===== src/rtl/activation_pkg.sv =====
// Shared types and constants for the activation pipeline.
//   act_func_e       : per-beat activation mode encoding (5-7 are illegal)
//   ACT_FUNC_W       : width of the func field
//   act_func_legal() : true for the five defined modes
package activation_pkg;

  localparam int unsigned ACT_FUNC_W = 3;

  typedef enum logic [ACT_FUNC_W-1:0] {
    ACT_RELU     = 3'd0,
    ACT_BINARY   = 3'd1,
    ACT_IDENTITY = 3'd2,
    ACT_LEAKY    = 3'd3,
    ACT_CLAMP    = 3'd4
  } act_func_e;

  function automatic logic act_func_legal(input logic [ACT_FUNC_W-1:0] f);
    return f <= ACT_CLAMP;
  endfunction

endpackage


===== src/rtl/activation_lane.sv =====
// Single-lane combinational activation function.
//   func : activation mode (act_func_e encoding; 5-7 yield 0)
//   x    : signed lane input
//   y    : activated lane output
module activation_lane
  import activation_pkg::*;
#(
  parameter int unsigned DW          = 8,
  parameter int unsigned LEAKY_SHIFT = 1,
  parameter int unsigned CLAMP_MAX   = 127
) (
  input  logic [ACT_FUNC_W-1:0] func,
  input  logic signed [DW-1:0]  x,
  output logic signed [DW-1:0]  y
);

  localparam logic [DW-1:0] ClampVal = DW'(CLAMP_MAX);

  logic sign;
  assign sign = x[DW-1];

  always_comb begin
    y = '0;
    case (func)
      ACT_RELU:     y = sign ? '0 : x;
      ACT_BINARY:   y = sign ? '0 : DW'(1);
      ACT_IDENTITY: y = x;
      ACT_LEAKY:    y = sign ? (x >>> LEAKY_SHIFT) : x;
      // Only reached for non-negative x, so an unsigned compare is exact.
      ACT_CLAMP:    y = sign ? '0 : (($unsigned(x) > ClampVal) ? ClampVal : x);
      default:      y = '0;
    endcase
  end

endmodule


===== src/rtl/activation_pipe.sv =====
// Two-stage valid/ready activation pipeline over LANES signed lanes.
// Stage 1 registers the input beat and mode, stage 2 registers the
// activated lanes. Output beats are counted per frame of FRAME_LEN.
//   clk, rst        : clock, asynchronous active-high reset
//   in_valid/ready  : input handshake; func and bias_output ride with it
//   out_valid/ready : output handshake; activation_out, out_last ride with it
//   func_err        : sticky flag, an illegal func beat was accepted
// Optional (ACTIVATION_PIPE_STATS_EN):
//   stats_clr       : synchronous clear of zero_cnt (wins over increment)
//   zero_cnt        : saturating count of zero lanes in transferred beats
module activation_pipe
  import activation_pkg::*;
#(
  parameter int unsigned LANES       = 8,
  parameter int unsigned DW          = 8,
  parameter int unsigned LEAKY_SHIFT = 1,
  parameter int unsigned CLAMP_MAX   = 127,
  parameter int unsigned FRAME_LEN   = 16
) (
  input  logic                  clk,
  input  logic                  rst,
  input  logic                  in_valid,
  output logic                  in_ready,
  input  logic [ACT_FUNC_W-1:0] func,
  input  logic [LANES*DW-1:0]   bias_output,
  output logic                  out_valid,
  input  logic                  out_ready,
  output logic [LANES*DW-1:0]   activation_out,
  output logic                  out_last,
  output logic                  func_err
`ifdef ACTIVATION_PIPE_STATS_EN
  ,
  input  logic                  stats_clr,
  output logic [31:0]           zero_cnt
`endif
);

  localparam int unsigned CntW = (FRAME_LEN > 1) ? $clog2(FRAME_LEN) : 1;
  localparam logic [CntW-1:0] LastBeat = CntW'(FRAME_LEN - 1);

  logic                  s1_valid_q, s2_valid_q;
  logic                  s1_adv, s2_adv;
  logic                  in_xfer, out_xfer;
  logic [ACT_FUNC_W-1:0] s1_func_q;
  logic [LANES*DW-1:0]   s1_data_q;
  logic [LANES*DW-1:0]   act_d, act_q;
  logic [CntW-1:0]       beat_cnt_q;
  logic                  func_err_q;

  // A stage may load when it is empty or its content leaves this cycle.
  assign s2_adv   = !s2_valid_q || out_ready;
  assign s1_adv   = !s1_valid_q || s2_adv;
  assign in_ready = s1_adv;
  assign in_xfer  = in_valid && in_ready;
  assign out_xfer = s2_valid_q && out_ready;

  assign out_valid      = s2_valid_q;
  assign activation_out = act_q;
  assign out_last       = s2_valid_q && (beat_cnt_q == LastBeat);
  assign func_err       = func_err_q;

  for (genvar i = 0; i < LANES; i++) begin : g_lane
    activation_lane #(
      .DW          (DW),
      .LEAKY_SHIFT (LEAKY_SHIFT),
      .CLAMP_MAX   (CLAMP_MAX)
    ) u_lane (
      .func (s1_func_q),
      .x    (s1_data_q[DW*i +: DW]),
      .y    (act_d[DW*i +: DW])
    );
  end

  always_ff @(posedge clk or posedge rst) begin
    if (rst) begin
      s1_valid_q <= 1'b0;
      s1_func_q  <= '0;
      s1_data_q  <= '0;
    end else if (s1_adv) begin
      s1_valid_q <= in_valid;
      if (in_valid) begin
        s1_func_q <= func;
        s1_data_q <= bias_output;
      end
    end
  end

  always_ff @(posedge clk or posedge rst) begin
    if (rst) begin
      s2_valid_q <= 1'b0;
      act_q      <= '0;
    end else if (s2_adv) begin
      s2_valid_q <= s1_valid_q;
      if (s1_valid_q) begin
        act_q <= act_d;
      end
    end
  end

  always_ff @(posedge clk or posedge rst) begin
    if (rst) begin
      beat_cnt_q <= '0;
    end else if (out_xfer) begin
      beat_cnt_q <= (beat_cnt_q == LastBeat) ? '0 : beat_cnt_q + CntW'(1);
    end
  end

  always_ff @(posedge clk or posedge rst) begin
    if (rst) begin
      func_err_q <= 1'b0;
    end else if (in_xfer && !act_func_legal(func)) begin
      func_err_q <= 1'b1;
    end
  end

`ifdef ACTIVATION_PIPE_STATS_EN
  localparam int unsigned ZeroW = $clog2(LANES + 1);

  logic [ZeroW-1:0] zero_lanes;
  logic [32:0]      zero_sum;
  logic [31:0]      zero_cnt_q;

  always_comb begin
    zero_lanes = '0;
    for (int unsigned i = 0; i < LANES; i++) begin
      if (act_q[DW*i +: DW] == '0) begin
        zero_lanes = zero_lanes + ZeroW'(1);
      end
    end
  end

  assign zero_sum = {1'b0, zero_cnt_q} + 33'(zero_lanes);

  always_ff @(posedge clk or posedge rst) begin
    if (rst) begin
      zero_cnt_q <= '0;
    end else if (stats_clr) begin
      zero_cnt_q <= '0;
    end else if (out_xfer) begin
      zero_cnt_q <= zero_sum[32] ? '1 : zero_sum[31:0];
    end
  end

  assign zero_cnt = zero_cnt_q;
`endif

endmodule


===== config.mk =====
export PLATFORM = sky130hd
export DESIGN_NAME = activation_pipe
export DESIGN_NICKNAME = d
export VERILOG_FILES = /design/src/rtl/activation_pkg.sv /design/src/rtl/activation_lane.sv /design/src/rtl/activation_pipe.sv
export SDC_FILE = /design/constraint.sdc
export NUM_CORES = 1
export LEC_CHECK = 0
export CAP_MARGIN = 10
export CORE_MARGIN = 4
export CORE_UTILIZATION = 45
export CTS_CLUSTER_DIAMETER = 120
export CTS_CLUSTER_SIZE = 14
export DETAILED_ROUTE_END_ITERATION = 7
export GPL_TIMING_DRIVEN = 0
export PLACE_DENSITY = 0.84
export SLEW_MARGIN = 20
export SYNTH_ARGS = -nofsm -noshare
export SYNTH_HDL_FRONTEND = slang
export SYNTH_SLANG_ARGS = --single-unit

===== constraint.sdc =====
create_clock -name clk -period 5.2 [get_ports clk]
set_input_delay 1.04 -clock clk [delete_from_list [all_inputs] [get_ports clk]]
set_output_delay 1.04 -clock clk [all_outputs]
set_load 0.005 [all_outputs]

==> implementation parameters, run 1 <==
Parameter                              Value

Status
  Run status    completed

Detailed routing
  First-pass DRT Iterations    5
  Post-DR vias/cell    5.808
  Wire length after detailed routing    17,330 µm
  First DRT Iteration DRCs    452
  Number of remaining DRC errors    0
  Routed length per instance    20.03 µm
  Remaining number of nets flagged by the antenna check after routing    0
  Vias post-DR    5,024

Logic synthesis
  Post-synthesis cell type count    38
  Sequential fraction of the synthesis area    0.5642
  Post-synthesis compound-gate area fraction    0.1740
  Cell area after synthesis    6121 µm²
  Simple-gate share of the synthesized area    0.08504
  XOR/XNOR share of the synthesized area    0.001431
  Synthesis Warnings    0
  Largest family of logic cells by synthesized area    compound AO/OA/AOI/OAI gates
  Net count after synthesis    591
  Yosys reg bits    138
  Post-Syn Area per Cell    11.79 µm²
  Post-Synthesis Cells    519
  Post-Synth Adder-Cell Area    0.002044
  Portion of netlist area occupied by mux cells    0.1349

Die
  Die H    124.6 µm
  Boundary pin count    139
  Die X    124.6 µm
  Starting utilization of the core area    0.4604
  Cell Rows    42
  Total die area    15,530 µm²
  Floorplan Core Area    13,300 µm²

Timing
  Slew Limit Headroom    0.4560
  Clock skew    0.007610 ns
  Tightest hold margin    0.4733 ns
  Final-report setup violation count    0
  Max frequency    303.9 MHz
  Tightest Pin Transition    0.8142 ns
  Period minus WS final    3.291 ns
  Max-slew violation count    0
  Setup repair after global routing missed its margin    false
  Final-report hold violation count    0
  Final period utilization    0.6328

Global routing
  Number of global-route vias before repair    5,264
  Final global-route overflow total    0
  Wire length of the first global-routing pass    27,540 µm
  Initial antenna violation count    0
  Pin count of the biggest net entering global routing    88
  Total global-route track usage    0.2250

Layout
  Final design area excluding fillers    8388 µm²
  Commonest cells after routing, fill and taps aside    138 x sky130_fd_sc_hd__dfrtp_1, 138 x sky130_fd_sc_hd__clkdlybuf4s50_1, 68 x sky130_fd_sc_hd__mux2_2, 42 x sky130_fd_sc_hd__nand2_1, 30 x sky130_fd_sc_hd__o21ai_0
  Fin nets    749
  Share of layout cells above drive strength 1    0.1742
  Layout overhead on the synthesized area    37.04%
  Number of fill cells in the layout    1,008
  Antenna Diode Count    0
  Final core occ    0.6309

Min path
  Path category of the worst min-delay check    reg -> reg
  Hold Crit Depth    2

Placed design
  RD Place Congestion    0.8212
  Total placed instance area    7757 µm²
  Total half-perimeter wirelength after legalization and detailed placement    12,070 µm
  Number of I/O port buffers    138

Clocking
  Gates resized, CTS repair    0
  CTS clock-pin slew for the worst setup and hold paths    0.05 ns
  Cell at the root of the clock tree    sky130_fd_sc_hd__clkbuf_16
  Number of hold-repair buffers added at the cts stage    0
  Max H-tree Level    4
  Number of CTS-inserted buffers    17
  Clock sinks    138
  # Post-CTS Setup Buffers    0
  Number of buffers on the longest clock path    2
  CTS tree    yes
  Skew-Pair Late Insertion Delay    0.42 ns

Power and ir drop
  Leakage power of the design    0.003612 µW
  Comb pwr share    0.237
  Net switching power    970.2 µW
  Net switching fraction of the power    0.2721
  Worst supply voltage drop on vdd    0.2292 mV
  Part of the total power dissipated in sequential elements    0.401
  Total internal power    2596 µW
  Fraction of power consumed by the clock network    0.361
  Power density relative to cell area    425.2 nW/µm²
  Power after layout    3566 µW

Worst setup path
  Internal reg-to-reg setup slack    2.98 ns
  Req. time, crit path    4.16 ns
  Sort of element at the end of the critical path    output pin
  Worst setup SP type    input port
  Arrival time worst endpoint    2.25 ns
  Worst reg2reg path depth    5
  CP Class    in -> out
  Worst Path Max Fanout    5

Run
  Number of violations of the max-capacitance limit    0
logic make-up after synthesis:
group	after synthesis
AOI/OAI and AO/OA	148
xor gates and xnor gates	1
adders and majority gates	1
buffers and inverters	49
DFF	138
muxes	74
and+or+nand+nor	108
flip-flops by register name, indices dropped and copies added (netlist names):
name,count
activation_out,64
s1_data_q,64
beat_cnt_q,4
s1_func_q,3
func_err,1
out_valid,1
s1_valid_q,1
power by group through the flow:
| stage | Sequential, µW | Combinational [µW] | Clock, µW |
|---|---|---|---|
| after floorplan | 1410 | 422 | 0 |
| after global placement | 1430 | 804 | 0 |
| after detailed placement | 1440 | 841 | 0 |
| after CTS | 1430 | 849 | 1300 |
| after global routing | 1450 | 919 | 1350 |
| final | 1430 | 846 | 1290 |
final timing paths:
| check | startpoint | to |
|---|---|---|
| worst min-delay path | activation_out[50] | activation_out[50] |
| min in group asynchronous | rst | beat_cnt_q[0] |
| max in group asynchronous | rst | activation_out[12] |
| worst max register to register | s1_func_q[2] | activation_out[44] |
| worst min register to register | activation_out[50] | activation_out[50] |
| worst max-delay path | out_ready | in_ready |
critical path, stage by stage:
cell and delay, ns:
sky130_fd_sc_hd__clkdlybuf4s50_1 0.53, sky130_fd_sc_hd__nand3b_1 0.17, sky130_fd_sc_hd__clkdlybuf4s50_1 0.52
synth_stat cells, drive strengths merged:
cell type	count	area, µm²
dfrtp	138	3453
mux2	68	765.7
nand2	42	157.7
o21ai	30	150.1
and3	26	167.7
a21oi	25	125.1
a221o	25	250.2
nor2	23	86.33
buf	21	130.1
clkbuf	21	78.83
o31ai	19	142.6
a22oi	15	112.6
a32o	7	70.07
inv	7	26.28
a31oi	6	37.54
mux2i	6	60.06
o21bai	6	45.04
o21ba	5	50.05
nand2b	4	25.02
nand3	4	20.02
a221oi	3	26.28
nor2b	3	18.77
a31o	2	17.52
o22ai	2	12.51
a21o	1	7.510
a22o	1	8.760
a311oi	1	8.760
and2	1	6.260
and3b	1	8.760
and4	1	8.760
ha	1	12.51
nand3b	1	7.510
nor3b	1	7.510
or2	1	6.260
xnor2	1	8.760
routing by layer:
| layer | vias up | part of all wire | track usage |
|---|---|---|---|
| li1 | 2230 | - | - |
| met1 | 2534 | 0.40 | 0.2672 |
| met2 | 231 | 0.50 | 0.3795 |
| met3 | 29 | 0.082 | 0.08062 |
| met4 | 0 | 0.017 | 0.07672 |
| met5 | - | 0 | 0 |
metrics by stage:
stage	setup WS, ns	TNS [ns]	std cells
4_1_cts	1.901	0	865
3_3_place_gp	-1.269	-174.23	833
3_5_place_dp	1.908	0	834
6_report	1.910	0	865
5_1_grt	1.844	0	865
2_1_floorplan	0.4638	0	519
cell type report:
cell class | count | area [µm²] | area share
Buffer | 42 | 209.0 | 0.02491
Clock buffer | 25 | 495.5 | 0.05907
Clock inverter | 6 | 135.1 | 0.01611
Inverter | 7 | 33.78 | 0.004027
Multi-Input combinational cell | 332 | 2432 | 0.2900
Sequential cell | 138 | 3453 | 0.4117
Tap cell | 176 | 220.2 | 0.02625
Timing Repair Buffer | 139 | 1409 | 0.1680
Power figures use the tool's default switching activity.
==> run 2: changes to the inputs <==
==> constraint.sdc (replaced) <==
create_clock -name clk -period 3.2 [get_ports clk]
set_input_delay 0.64 -clock clk [delete_from_list [all_inputs] [get_ports clk]]
set_output_delay 0.64 -clock clk [all_outputs]
set_load 0.005 [all_outputs]
==> run 2 against run 1 <==
Compared with the run above:
- via count increased by 1.5%
- count of clock-buffer cells in the layout decreased by 4
- largest power group unchanged
- worst hold slack improved by 0.0034 ns
- sequential cell count unchanged
- utilization increased by 0.15 points
- critical path type unchanged
- routed wire length decreased by 0.53%
==> implementation parameters, run 2 (same netlist as run 1, synthesis figures left out) <==
Parameter                              Value

Clocking
  Number of CTS-inserted buffers    17 (unchanged)
  CTS clock-pin slew for the worst setup and hold paths    0.06 ns (about the same)
  Gates resized, CTS repair    0 (unchanged)
  # Post-CTS Setup Buffers    0 (unchanged)
  Skew-Pair Late Insertion Delay    0.43 ns (about the same)
  Clock sinks    138 (unchanged)
  Cell at the root of the clock tree    sky130_fd_sc_hd__clkbuf_16
  CTS tree    yes
  Number of hold-repair buffers added at the cts stage    0 (unchanged)
  Max H-tree Level    4 (unchanged)
  Number of buffers on the longest clock path    2 (unchanged)

Timing
  Max frequency    398.9 MHz
  Total Negative Setup Slacks    0 ns (unchanged)
  Final period utilization    0.7834
  Tightest hold margin    0.4767 ns (+0.003376 ns)
  Setup repair after global routing missed its margin    false
  Final-report setup violation count    0 (unchanged)
  Clock skew    0.01020 ns (+0.002595 ns)
  Max-slew violation count    0 (unchanged)
  Setup slack after layout    0.6930 ns (-1.217 ns)
  Tightest Pin Transition    0.7754 ns (-0.03887 ns)
  Final-report hold violation count    0 (unchanged)
  Period minus WS final    2.507 ns
  Slew Limit Headroom    0.4820 (+0.02597)

Die
  Floorplan Core Area    13,300 µm² (unchanged)
  Die X    124.6 µm (unchanged)
  Total die area    15,530 µm² (unchanged)
  Starting utilization of the core area    0.4604 (unchanged)
  Die H    124.6 µm (unchanged)
  Boundary pin count    139 (unchanged)
  Cell Rows    42 (unchanged)

Global routing
  Initial antenna violation count    0 (unchanged)
  Total global-route track usage    0.2226 (-0.002379)
  Final global-route overflow total    0 (unchanged)
  Number of global-route vias before repair    5,310 (+0.87%)
  Wire length of the first global-routing pass    27,360 µm (-0.68%)
  Pin count of the biggest net entering global routing    37 (-58%)

Status
  Run status    completed

Placed design
  Total half-perimeter wirelength after legalization and detailed placement    12,270 µm (+1.6%)
  Count of placed standard cells including taps    838 (+0.48%)
  Number of I/O port buffers    138 (unchanged)
  Place WS    0.4243 ns (-1.484 ns)
  RD Place Congestion    0.8320 (+1.3%)

Min path
  Hold Crit Depth    2 (unchanged)
  Hold path startpoint    activation_out[51]
  Path category of the worst min-delay check    reg -> reg
  Capture endpoint of the worst hold path    activation_out[51]

Worst setup path
  Start of the worst register-to-register path    s1_func_q[2]
  Internal reg-to-reg setup slack    0.98 ns (-2.00 ns)
  Crit-path max cell delay    0.54 ns (about the same)
  Slowest stage cell, crit path    sky130_fd_sc_hd__clkdlybuf4s50_1
  Sort of element at the end of the critical path    output pin
  Worst reg2reg path depth    5 (unchanged)
  CP Class    in -> out
  Critical Path Most Common Cell    sky130_fd_sc_hd__clkdlybuf4s50_1
  Endpoint of the worst register-to-register path    activation_out[44]
  Arrival time worst endpoint    1.87 ns (-0.38 ns)
  Worst Path Max Fanout    5 (unchanged)
  Req. time, crit path    2.56 ns (-1.60 ns)
  Cell Chain, Critical Path    clkdlybuf4s50_1, nand3b_1, clkdlybuf4s50_1
  Worst setup SP type    input port

Power and ir drop
  Worst supply voltage drop on vdd    0.4152 mV (+81%)
  Power density relative to cell area    664.3 nW/µm² (+56%)
  Leakage power of the design    0.003614 µW (about the same)

Layout
  Final Instance Count excl. Fillers    870 (+0.58%)
  Antenna Diode Count    0 (unchanged)
  Fin nets    753 (+0.53%)
  Layout overhead on the synthesized area    37.37%
  Commonest cells after routing, fill and taps aside    138 x sky130_fd_sc_hd__dfrtp_1, 138 x sky130_fd_sc_hd__clkdlybuf4s50_1, 68 x sky130_fd_sc_hd__mux2_2, 42 x sky130_fd_sc_hd__nand2_1, 30 x sky130_fd_sc_hd__o21ai_0
  Share of layout cells above drive strength 1    0.1844 (+0.01027)

Run
  Number of violations of the max-capacitance limit    0 (unchanged)

Detailed routing
  First DRT Iteration DRCs    514 (+14%)
  Wire length after detailed routing    17,240 µm (-0.53%)
  Vias post-DR    5,097 (+1.5%)
  Number of remaining DRC errors    0 (unchanged)
  Remaining number of nets flagged by the antenna check after routing    0 (unchanged)
  Routed length per instance    19.81 µm (-1.1%)
  First-pass DRT Iterations    5 (unchanged)
  Post-DR vias/cell    5.859 (+0.87%)
run 2: worst max-delay path by stage:
stage          slack [ns]  cells after the start                 to  startpoint
2_1_floorplan        0.84                      1  activation_out[0]         rst
3_3_place_gp        -0.30                      2      s1_data_q[11]         rst
3_5_place_dp         0.42                      6      s1_data_q[55]   out_ready
4_1_cts              0.69                      3           in_ready   out_ready
5_1_grt              0.63                      3           in_ready   out_ready
6_report             0.69                      3           in_ready   out_ready
run 2: per-stage QoR:
| step | instance area (µm²) | utilization | power, µW |
|---|---|---|---|
| 6_report | 8408 | 0.6324 | 5586 |
| 3_5_place_dp | 7841 | 0.5898 | 3717 |
| 4_1_cts | 8408 | 0.6324 | 5606 |
| 3_3_place_gp | 7726 | 0.5811 | 3631 |
| 2_1_floorplan | 6125 | - | 2978 |
| 5_1_grt | 8408 | 0.6324 | 5841 |
run 2: worst max-delay path: cells and delay by family:
family                 cells  cell delay (ns)
buffers and inverters      2             1.06
and+or+nand+nor            1             0.17
run 2: per-layer routing:
layer	GRT usage	wire, µm
met3	0.07676	1436
met4	0.09026	389
met2	0.3632	8575
met5	0	0
met1	0.2708	6836
run 2: layout make-up:
class                      instances  area, µm²
buffer                            42      209.0
tap                              176      220.2
inverter                           7      30.03
clock buffer                      21      470.5
timing repair buffer             143       1496
sequential                       138       3453
multi-input combinational        332       2432
clock inverter                    11      96.34
fill                            1020       4887
run 2: power breakdown:
group          total, µW  switching, µW  internal, µW
registers           2330            256          2070
logic               1380            604           772
clock network       1880            758          1120
total               5590           1620          3970
==> run 3: changes to the inputs <==
--- a/config.mk
+++ b/config.mk
@@ -12,7 +12,7 @@
 export CTS_CLUSTER_SIZE = 14
 export DETAILED_ROUTE_END_ITERATION = 7
 export GPL_TIMING_DRIVEN = 0
-export PLACE_DENSITY = 0.84
+export PLACE_DENSITY = 0.87
 export SLEW_MARGIN = 20
 export SYNTH_ARGS = -nofsm -noshare
 export SYNTH_HDL_FRONTEND = slang
==> constraint.sdc (replaced) <==
create_clock -name clk -period 2.1 [get_ports clk]
set_input_delay 0.42 -clock clk [delete_from_list [all_inputs] [get_ports clk]]
set_output_delay 0.42 -clock clk [all_outputs]
set_load 0.005 [all_outputs]
==> run 3 against run 2 <==
Compared with the run above:
- worst hold slack got worse by 0.13 ns
- via count fell by 0.22%
- combinational power rose by 57%
- utilization rose by 0.66 points
- sequential share of layout area fell by 0.42 points
- critical path type is now reg -> reg
==> implementation parameters, run 3 (same netlist as run 1, synthesis figures left out) <==
Parameter                              Value

Status
  Run status    completed

Timing
  Final-report setup violation count    0 (unchanged)
  Clock skew    0.006539 ns (-0.003665 ns)
  Final-report hold violation count    0 (unchanged)
  Period minus WS final    1.980 ns
  Setup repair after global routing missed its margin    true
  Max frequency    505.1 MHz
  Slew Limit Headroom    0.4288 (-0.05321)
  Tightest Pin Transition    0.8550 ns (+0.07965 ns)
  Max-slew violation count    0 (unchanged)
  Setup slack after layout    0.1201 ns (-0.5729 ns)
  Final period utilization    0.9428

Layout
  Fin nets    754 (+0.13%)
  Antenna Diode Count    0 (unchanged)
  Leading cell type in the layout, fill and taps excluded    sky130_fd_sc_hd__dfrtp_1
  Layout overhead on the synthesized area    38.80%
  Commonest cells after routing, fill and taps aside    138 x sky130_fd_sc_hd__dfrtp_1, 136 x sky130_fd_sc_hd__clkdlybuf4s50_1, 68 x sky130_fd_sc_hd__mux2_2, 41 x sky130_fd_sc_hd__nand2_1, 30 x sky130_fd_sc_hd__o21ai_0
  Final core occ    0.6390 (+0.006588)
  Final design area excluding fillers    8496 µm² (+1.0%)
  Share of layout cells above drive strength 1    0.2017 (+0.01729)
  Final Instance Count excl. Fillers    870 (unchanged)

Worst setup path
  Internal reg-to-reg setup slack    0.12 ns (-0.86 ns)
  Worst setup SP type    register
  Slowest stage cell, crit path    sky130_fd_sc_hd__a21oi_1
  Worst Path Max Fanout    10 (+5)
  CP top delay family    compound AO/OA/AOI/OAI gates
  Cell Chain, Critical Path    buf_2, nor2b_1, buf_2, o21bai_1, a21oi_1, a221o_1
  Start of the worst register-to-register path    s1_func_q[1]
  Endpoint of the worst register-to-register path    activation_out[2]
  Critical path buffers and inverters    2 (unchanged)
  CP Class    reg -> reg
  Worst reg2reg path depth    6 (+1)
  Sort of element at the end of the critical path    register
  Crit-path max cell delay    0.38 ns (-0.16 ns)
  Critical Path Most Common Cell    sky130_fd_sc_hd__buf_2
  Req. time, crit path    2.46 ns (-0.10 ns)
  Arrival time worst endpoint    2.34 ns (+0.47 ns)

Die
  Die H    124.6 µm (unchanged)
  Boundary pin count    139 (unchanged)
  Die X    124.6 µm (unchanged)
  Total die area    15,530 µm² (unchanged)
  Floorplan Core Area    13,300 µm² (unchanged)
  Starting utilization of the core area    0.4604 (unchanged)
  Cell Rows    42 (unchanged)

Detailed routing
  First-pass DRT Iterations    5 (unchanged)
  Post-DR vias/cell    5.846 (-0.22%)
  Remaining number of nets flagged by the antenna check after routing    0 (unchanged)
  Number of remaining DRC errors    0 (unchanged)
  First DRT Iteration DRCs    447 (-13%)
  Routed length per instance    19.97 µm (+0.81%)
  Wire length after detailed routing    17,380 µm (+0.81%)
  Vias post-DR    5,086 (-0.22%)

Global routing
  Wire length of the first global-routing pass    27,350 µm (about the same)
  Final global-route overflow total    0 (unchanged)
  Pin count of the biggest net entering global routing    36 (-2.7%)
  Initial antenna violation count    0 (unchanged)
  Total global-route track usage    0.2238 (+0.001174)
  Number of global-route vias before repair    5,290 (-0.38%)

Run
  Number of violations of the max-capacitance limit    0 (unchanged)

Power and ir drop
  Power density relative to cell area    1029 nW/µm² (+55%)
  Worst supply voltage drop on vdd    0.5938 mV (+43%)
  Leakage power of the design    0.003683 µW (+1.9%)

Placed design
  Place WS    -0.4250 ns (-0.8493 ns)
  Number of I/O port buffers    138 (unchanged)
  Count of placed standard cells including taps    838 (unchanged)
  Total half-perimeter wirelength after legalization and detailed placement    12,610 µm (+2.8%)
  Total placed instance area    7849 µm² (about the same)
  RD Place Congestion    0.8526 (+2.5%)

Clocking
  Clock sinks    138 (unchanged)
  Skew-Pair Late Insertion Delay    0.42 ns (about the same)
  Cell at the root of the clock tree    sky130_fd_sc_hd__clkbuf_16
  Number of CTS-inserted buffers    17 (unchanged)
  Number of hold-repair buffers added at the cts stage    0 (unchanged)
  CTS tree    yes
  Number of buffers on the longest clock path    2 (unchanged)
  Max H-tree Level    4 (unchanged)
  CTS clock-pin slew for the worst setup and hold paths    0.06 ns (about the same)

Min path
  Path category of the worst min-delay check    in -> async
## run 3: layout make-up
cell class	instances	area, µm²
plain buffers	41	217.7
clock buffers	23	478.0
clock inverters	8	117.6
fillers	988	4800
inverters	7	30.03
multi-input cells	332	2459
flip-flops and latches	138	3453
well taps	176	220.2
repair buffers	145	1520
## run 3: through the flow
step	hold WS [ns]	total power, µW	setup TNS (ns)
after floorplan	0.4592	4537	-5.675
after global placement	0.4602	5528	-189.35
after detailed placement	0.4741	5678	-31.04
after CTS	0.3476	8778	0
after global routing	0.3706	9139	-0.03392
final	0.3466	8744	0
## run 3: what timing repair did
action / 4_1_cts / 5_1_grt
gates resized for setup: 3 / 18
setup buffers: 2 / 0
setup endpoints to repair: 1 / 65
gates cloned: 0 / 0
pin swaps: 1 / 0
## run 3: where the power goes
part           switching [µW]  total, µW  internal (µW)
combinational             953       2170           1220
sequential                383       3540           3160
clock                    1090       3040           1950
total                    2430       8740           6320
## run 3: worst max path at each step
stage                       from                  to  slack (ns)  depth (start not counted)
floorplan                    rst   activation_out[0]       -0.04                          1
global placement             rst       s1_data_q[11]       -1.18                          2
detailed placement     out_ready       s1_data_q[51]       -0.42                          6
CTS                    out_ready       s1_data_q[55]       0.003                          6
global route           out_ready  activation_out[16]       -0.02                          6
finish              s1_func_q[1]   activation_out[2]        0.12                          6
## run 3: worst register-to-register path, cell delays in order, from the launching register on
cell and delay (ns):
sky130_fd_sc_hd__dfrtp_1 0.32, sky130_fd_sc_hd__buf_2 0.17, sky130_fd_sc_hd__nor2b_1 0.37, sky130_fd_sc_hd__buf_2 0.33, sky130_fd_sc_hd__o21bai_1 0.12, sky130_fd_sc_hd__a21oi_1 0.38, sky130_fd_sc_hd__a221o_1 0.23
## run 3: metal layers
metal  vias up  track usage  wire (µm)
li1       2249            -          -
met1      2579       0.2660       6866
met2       228       0.3814       8820
met3        30      0.07461       1350
met4         0      0.07608        338
met5         -            0          0
